--- config.mk ---
export PLATFORM = sky130hd
export DESIGN_NAME = down_counter_timer_flat
export DESIGN_NICKNAME = d
export VERILOG_FILES = /design/src/rtl/down_counter_timer_pkg.sv /design/src/rtl/down_counter_timer_if.sv /design/src/rtl/down_counter_timer.sv /design/src/flat_wrapper.sv
export SDC_FILE = /design/constraint.sdc
export NUM_CORES = 1
export LEC_CHECK = 0
export ABC_AREA = 1
export CORE_MARGIN = 2
export CORE_UTILIZATION = 46
export CTS_CLUSTER_SIZE = 8
export DETAILED_ROUTE_END_ITERATION = 10
export MAX_ROUTING_LAYER = met4
export PLACE_DENSITY = 0.74
export SYNTH_ARGS = -nofsm -noshare
export SYNTH_HDL_FRONTEND = slang
export SYNTH_SLANG_ARGS = --single-unit
--- constraint.sdc ---
create_clock -name clk -period 1.4 [get_ports clk]
set_input_delay 0.21 -clock clk [delete_from_list [all_inputs] [get_ports clk]]
set_output_delay 0.21 -clock clk [all_outputs]
set_load 0.02 [all_outputs]
--- src/rtl/down_counter_timer_pkg.sv ---
// ----------------------------------------------------------------------------
// down_counter_timer_pkg
//   Shared definitions for the loadable down-counter / countdown timer.
//   - DEFAULT_WIDTH : default width of count, load value and reload register
//   - state_t       : controller state encoding (IDLE / RUN / DONE)
// ----------------------------------------------------------------------------
package down_counter_timer_pkg;

    localparam int DEFAULT_WIDTH = 8;

    typedef enum logic [1:0] {
        IDLE = 2'd0,
        RUN  = 2'd1,
        DONE = 2'd2
    } state_t;

endpackage : down_counter_timer_pkg

--- src/rtl/down_counter_timer_if.sv ---
// ----------------------------------------------------------------------------
// down_counter_timer_if
//   Control/status bundle for down_counter_timer.
//
//   Handshake semantics: there is no valid/ready pair on this block. Every
//   command input (load, start, stop, enable, auto_reload) is a level that is
//   sampled on each rising clock edge; a command held for N edges is acted on
//   N times. Command priority on a single edge is stop > load > start > count.
//   All status outputs (count, tc, busy, done, dbg_state) are registered.
//
//   Signals
//     load        master->slave  capture load_val
//     load_val    master->slave  value to load (WIDTH bits)
//     start       master->slave  begin counting from the current count
//     stop        master->slave  abort counting, hold count
//     enable      master->slave  count qualifier
//     auto_reload master->slave  1 = periodic, 0 = one-shot
//     count       slave->master  current count value
//     tc          slave->master  one-cycle terminal-count pulse
//     busy        slave->master  1 while in RUN
//     done        slave->master  1 while in DONE
//     dbg_state   slave->master  controller state, for observation only
// ----------------------------------------------------------------------------
interface down_counter_timer_if
    #(parameter int WIDTH = down_counter_timer_pkg::DEFAULT_WIDTH);

    import down_counter_timer_pkg::*;

    logic             load;
    logic [WIDTH-1:0] load_val;
    logic             start;
    logic             stop;
    logic             enable;
    logic             auto_reload;
    logic [WIDTH-1:0] count;
    logic             tc;
    logic             busy;
    logic             done;
    state_t           dbg_state;

    // Controller side (software / FSM driving the timer)
    modport master (
        output load, load_val, start, stop, enable, auto_reload,
        input  count, tc, busy, done, dbg_state
    );

    // Timer side
    modport slave (
        input  load, load_val, start, stop, enable, auto_reload,
        output count, tc, busy, done, dbg_state
    );

endinterface : down_counter_timer_if

--- src/rtl/down_counter_timer.sv ---
// ----------------------------------------------------------------------------
// down_counter_timer
//   Loadable down-counter / countdown timer. A start value is loaded, counting
//   is started, and the count decrements on every enabled clock. On the edge
//   where the count leaves 1 a registered one-cycle tc pulse is produced and
//   the timer either stops in DONE (one-shot) or reloads from the reload
//   register and keeps running (periodic).
//
//   Ports
//     clk    : single clock, all state changes on its rising edge
//     reset  : asynchronous, active-high reset
//     bus    : down_counter_timer_if.slave (commands in, status out)
//
//   Parameters
//     WIDTH  : width of count, load_val and the reload register
// ----------------------------------------------------------------------------
module down_counter_timer
    import down_counter_timer_pkg::*;
#(
    parameter int WIDTH = DEFAULT_WIDTH
) (
    input  logic                 clk,
    input  logic                 reset,
    down_counter_timer_if.slave  bus
);

    // ------------------------------------------------------------------
    // State
    // ------------------------------------------------------------------
    state_t           r_state;
    logic [WIDTH-1:0] r_count;
    logic [WIDTH-1:0] r_reload;
    logic             r_tc;
    logic             r_busy;
    logic             r_done;

    // ------------------------------------------------------------------
    // Next-state values
    // ------------------------------------------------------------------
    state_t           w_state_nxt;
    logic [WIDTH-1:0] w_count_nxt;
    logic [WIDTH-1:0] w_reload_nxt;
    logic             w_tc_nxt;

    // Count that a start on this edge would run from: a simultaneous load
    // takes effect first, so load+start begins at load_val.
    logic [WIDTH-1:0] w_eff_count;
    // Enabled edge on which the count leaves 1 (only meaningful in RUN).
    logic             w_terminal;
    // Periodic reload is possible only with a non-zero reload value;
    // a zero reload would otherwise spin in RUN without ever counting.
    logic             w_can_reload;

    assign w_eff_count  = bus.load ? bus.load_val : r_count;
    assign w_terminal   = bus.enable && (r_count == WIDTH'(1));
    assign w_can_reload = bus.auto_reload && (r_reload != '0);

    // ------------------------------------------------------------------
    // Next-state / datapath logic
    // ------------------------------------------------------------------
    always_comb begin
        w_state_nxt  = r_state;
        w_count_nxt  = r_count;
        w_reload_nxt = r_reload;
        w_tc_nxt     = 1'b0;

        case (r_state)
            RUN: begin
                if (bus.stop) begin
                    // Abort: count holds, load/start/count are all overridden.
                    w_state_nxt = IDLE;
                end else begin
                    // A load while running only retargets the next reload.
                    if (bus.load) begin
                        w_reload_nxt = bus.load_val;
                    end
                    if (w_terminal) begin
                        w_tc_nxt = 1'b1;
                        if (w_can_reload) begin
                            w_count_nxt = r_reload;
                        end else begin
                            w_count_nxt = '0;
                            w_state_nxt = DONE;
                        end
                    end else if (bus.enable && (r_count != '0)) begin
                        // Gated so the count can never wrap below zero.
                        w_count_nxt = r_count - WIDTH'(1);
                    end
                end
            end

            IDLE, DONE: begin
                // stop is meaningless outside RUN and is ignored here.
                if (bus.load) begin
                    w_reload_nxt = bus.load_val;
                    w_count_nxt  = bus.load_val;
                    w_state_nxt  = IDLE;
                end
                if (bus.start && (w_eff_count != '0)) begin
                    w_state_nxt = RUN;
                end
            end

            default: begin
                w_state_nxt = IDLE;
            end
        endcase
    end

    // ------------------------------------------------------------------
    // Registers
    // ------------------------------------------------------------------
    always_ff @(posedge clk or posedge reset) begin
        if (reset) begin
            r_state  <= IDLE;
            r_count  <= '0;
            r_reload <= '0;
            r_tc     <= 1'b0;
            r_busy   <= 1'b0;
            r_done   <= 1'b0;
        end else begin
            r_state  <= w_state_nxt;
            r_count  <= w_count_nxt;
            r_reload <= w_reload_nxt;
            r_tc     <= w_tc_nxt;
            // Status flags registered from the next state so they line up
            // with r_state without a decode path on the outputs.
            r_busy   <= (w_state_nxt == RUN);
            r_done   <= (w_state_nxt == DONE);
        end
    end

    // ------------------------------------------------------------------
    // Outputs
    // ------------------------------------------------------------------
    assign bus.count     = r_count;
    assign bus.tc        = r_tc;
    assign bus.busy      = r_busy;
    assign bus.done      = r_done;
    assign bus.dbg_state = r_state;

endmodule : down_counter_timer
--- src/flat_wrapper.sv ---
// flat-port wrapper written by rule: the top's interface ports become plain ports
module down_counter_timer_flat import down_counter_timer_pkg::*;
#(
    parameter int WIDTH = DEFAULT_WIDTH
)
  (clk, reset, bus_load, bus_load_val, bus_start, bus_stop, bus_enable, bus_auto_reload, bus_count, bus_tc, bus_busy, bus_done, bus_dbg_state);
  down_counter_timer_if #(.WIDTH(WIDTH)) bus_i ();
  input  logic clk;
  input  logic reset;
  input wire logic [$bits(bus_i.load)-1:0] bus_load;
  input wire logic [$bits(bus_i.load_val)-1:0] bus_load_val;
  input wire logic [$bits(bus_i.start)-1:0] bus_start;
  input wire logic [$bits(bus_i.stop)-1:0] bus_stop;
  input wire logic [$bits(bus_i.enable)-1:0] bus_enable;
  input wire logic [$bits(bus_i.auto_reload)-1:0] bus_auto_reload;
  output wire logic [$bits(bus_i.count)-1:0] bus_count;
  output wire logic [$bits(bus_i.tc)-1:0] bus_tc;
  output wire logic [$bits(bus_i.busy)-1:0] bus_busy;
  output wire logic [$bits(bus_i.done)-1:0] bus_done;
  output wire logic [$bits(bus_i.dbg_state)-1:0] bus_dbg_state;
  assign bus_i.load = bus_load;
  assign bus_i.load_val = bus_load_val;
  assign bus_i.start = bus_start;
  assign bus_i.stop = bus_stop;
  assign bus_i.enable = bus_enable;
  assign bus_i.auto_reload = bus_auto_reload;
  assign bus_count = bus_i.count;
  assign bus_tc = bus_i.tc;
  assign bus_busy = bus_i.busy;
  assign bus_done = bus_i.done;
  assign bus_dbg_state = bus_i.dbg_state;
  down_counter_timer #(.WIDTH(WIDTH)) u_core (.clk(clk), .reset(reset), .bus(bus_i));
endmodule
==> metrics.csv <==
metric,value,unit
GRT Overall Usage,0.242,
weighted congestion at the end of routability-driven global placement,0.907,
Pre-antenna DRT Iters,4,
Max VDD drop,1.16,mV
vias in the first global route,1481,
number of warnings printed during yosys synthesis,0,
number of fill cells,288,
detailed router's first-iteration violation count,67,
Hold Crit Class,input port to async pin,
first-pass GRT wire length,6.25,mm
total number of placement rows,20,
hold bufs inserted after CTS,0,
post-route minimum period,1.58,ns
clock tree skew after final layout,0.00700,ns
critical path arrival,1.84,ns
post-synth cell types,21,
Worst setup SP type,flip-flop,
vias per cell,5.21,
most frequent cells in the layout,"58 x nand2_1, 26 x buf_4, 20 x inv_1",
power density over cell area,1610,mW/mm^2
summed instance area of the synthesized netlist,0.00143,sq mm
final design instance area without fill,0.00204,sq mm
setup total negative slack,-1.26,ns
TritonCTS clock tree,done,
result of the run,"finished, violations left",
Die Y-Extent,59.7,um
H-tree depth,1,
number of port buffers,27,
initial core utilization,0.475,
pin count of the biggest net entering global routing,22,
Ports,28,
Pleak,1.05,nW
Worst Setup Slack post-DPL,-0.282,ns
smallest setup slack after layout,-0.175,ns
Final Max Slew Viols,0,
endpoint class of the critical path,flip-flop,
Total Die Area,0.00356,sq mm
final worst path period share,1.13,
startpoint of the worst register-to-register path,u_core.bus.count[1],
number of buffers created by CTS,3,
ANT nets after route,0,
"commonest non-fill, non-tap cell in the layout",nand2_1,
diode count,0,
critical path type,flip-flop to flip-flop,
RSZ-0062 raised after global routing,yes,
"Remaining Overflow, GRT",0,
count of final setup violators,12,
beginning of the critical path,u_core.bus.count[1],
sink count of the clock tree,21,
syn_nets,222,
Post-Synthesis Cells,205,
placed inst area,0.00192,sq mm
fmax,0.635,GHz
sequential cell area fraction in the yosys report,0.368,
fraction of layout instances using a drive strength above 1,0.341,
synthesized flop and latch total,21,
library cell contributing the largest single delay on the critical path,dfrtp_2,
maximum single-stage delay on the critical path,0.45,ns
actual slew at the worst max-slew pin,0.381,ns
power consumption,3.29,mW
final hold viol count,0,
Chip Width,59.7,um
count of vias placed by the detailed router,1531,
remaining max-slew budget at the tightest pin,0.743,
failing checks,negative setup slack,
worst path cell trace,"inv_4, buf_4, buf_4, nand3_1, o21ai_0, nand3_2, nand3_1, nand2_2, nand2_1",
Required @ worst endpoint,1.67,ns
total core area,0.00300,sq mm
post-DR wirelength/cell,13.3,um
"Area growth, synth to finish",43.1,%
peak fanout along the critical path,5,
number of maximum-capacitance violations,0,
buffer cell driving the clock tree root,clkbuf_4,
number of buffers and inverters on the critical path,3,
largest delay contributor family on the critical path,simple AND/OR/NAND/NOR gates,
insertion delay of the later-clocked pin in the worst-skew pair,0.32,ns
DRC Markers,0,
# nets final,279,
placed wire-length estimate,2.87,mm
clk buf depth,2,
Avg Synthesized Cell Area,6.96,sq um
post-layout util,0.680,
number of antenna violations at the first check in global routing,0,
total wire length after detailed routing,3.91,mm
clock-pin slew on the worst setup and hold paths,0.13,ns
## Yosys cell counts (all sizes together)
master	number	area share
nand2	73	0.21
nor2	27	0.092
inv	24	0.067
dfrtp	21	0.37
nand3	21	0.074
o21ai	20	0.070
or2	5	0.024
buf	4	0.029
mux2	4	0.032
ha	2	0.018
nor3	2	0.0070
a21oi	1	0.0035
nor3b	1	0.0053
## stage by stage
step                cells  hold slack [ns]
finish                294            0.214
floorplan             205            0.186
CTS                   293            0.227
global placement      286            0.493
global route          294            0.260
detailed placement    286            0.503
## worst paths after layout
path / to / slack (ns) / cells after the start
setup reg to reg: u_core.bus.count[5] / -0.18 / 9
hold / removal: u_core.bus.dbg_state[0] / 0.21 / 3
hold reg to reg: u_core.r_reload[1] / 0.54 / 2
max in group asynchronous: u_core.bus.count[0] / 0.96 / 3
min in group clk: u_core.r_reload[3] / 0.46 / 3
setup / recovery: u_core.bus.count[5] / -0.18 / 9
## tightest hold or removal path, stage by stage
cell	delay (ns)
clkdlybuf4s50_1	0.40
inv_1	0.05
buf_4	0.27
## what timing repair did
| action | in CTS | in global routing |
|---|---|---|
| endpoints found under the setup margin | 25 | 16 |
| resized for setup | 31 | 23 |
| pin swaps | 11 | 11 |
| gates cloned | 0 | 0 |
| buffers inserted | 3 | 1 |
## registers in the layout, indices dropped and copies added, names as in the netlist
name / count
u_core.bus.count: 8
u_core.bus.tc: 1
u_core.r_reload: 8
u_core.bus.dbg_state: 2
u_core.bus.busy: 1
u_core.bus.done: 1
## logic make-up after synthesis
| logic type | synth area share |
|---|---|
| AND/OR/NAND/NOR | 0.413 |
| buffers and inverters | 0.0956 |
| AO/OA/AOI/OAI | 0.0737 |
| flip-flops | 0.368 |
| multiplexers | 0.0316 |
| adder cells (fa/ha/maj) | 0.0175 |
## per-layer routing
layer	vias up	global-route usage	routed length, um
met5	-	-	0
met4	0	0.0825	89
met3	8	0.0216	155
met2	52	0.421	1980
met1	712	0.294	1690
li1	759	-	-
## where the power goes
group	total, mW	switching, mW	internal (mW)
registers	0.932	0.161	0.772
clock network	0.311	0.200	0.111
logic	2.05	1.16	0.890
total	3.29	1.52	1.77
## layout make-up
type / instances / area, sq um / share of cell area
timing repair buffer: 56 / 483 / 0.237
inverter: 24 / 100 / 0.0490
sequential: 21 / 529 / 0.259
clock buffer: 4 / 26.3 / 0.0129
tap: 33 / 41.3 / 0.0202
multi-input combinational: 156 / 861 / 0.422
(Power assumes the default switching activity.)
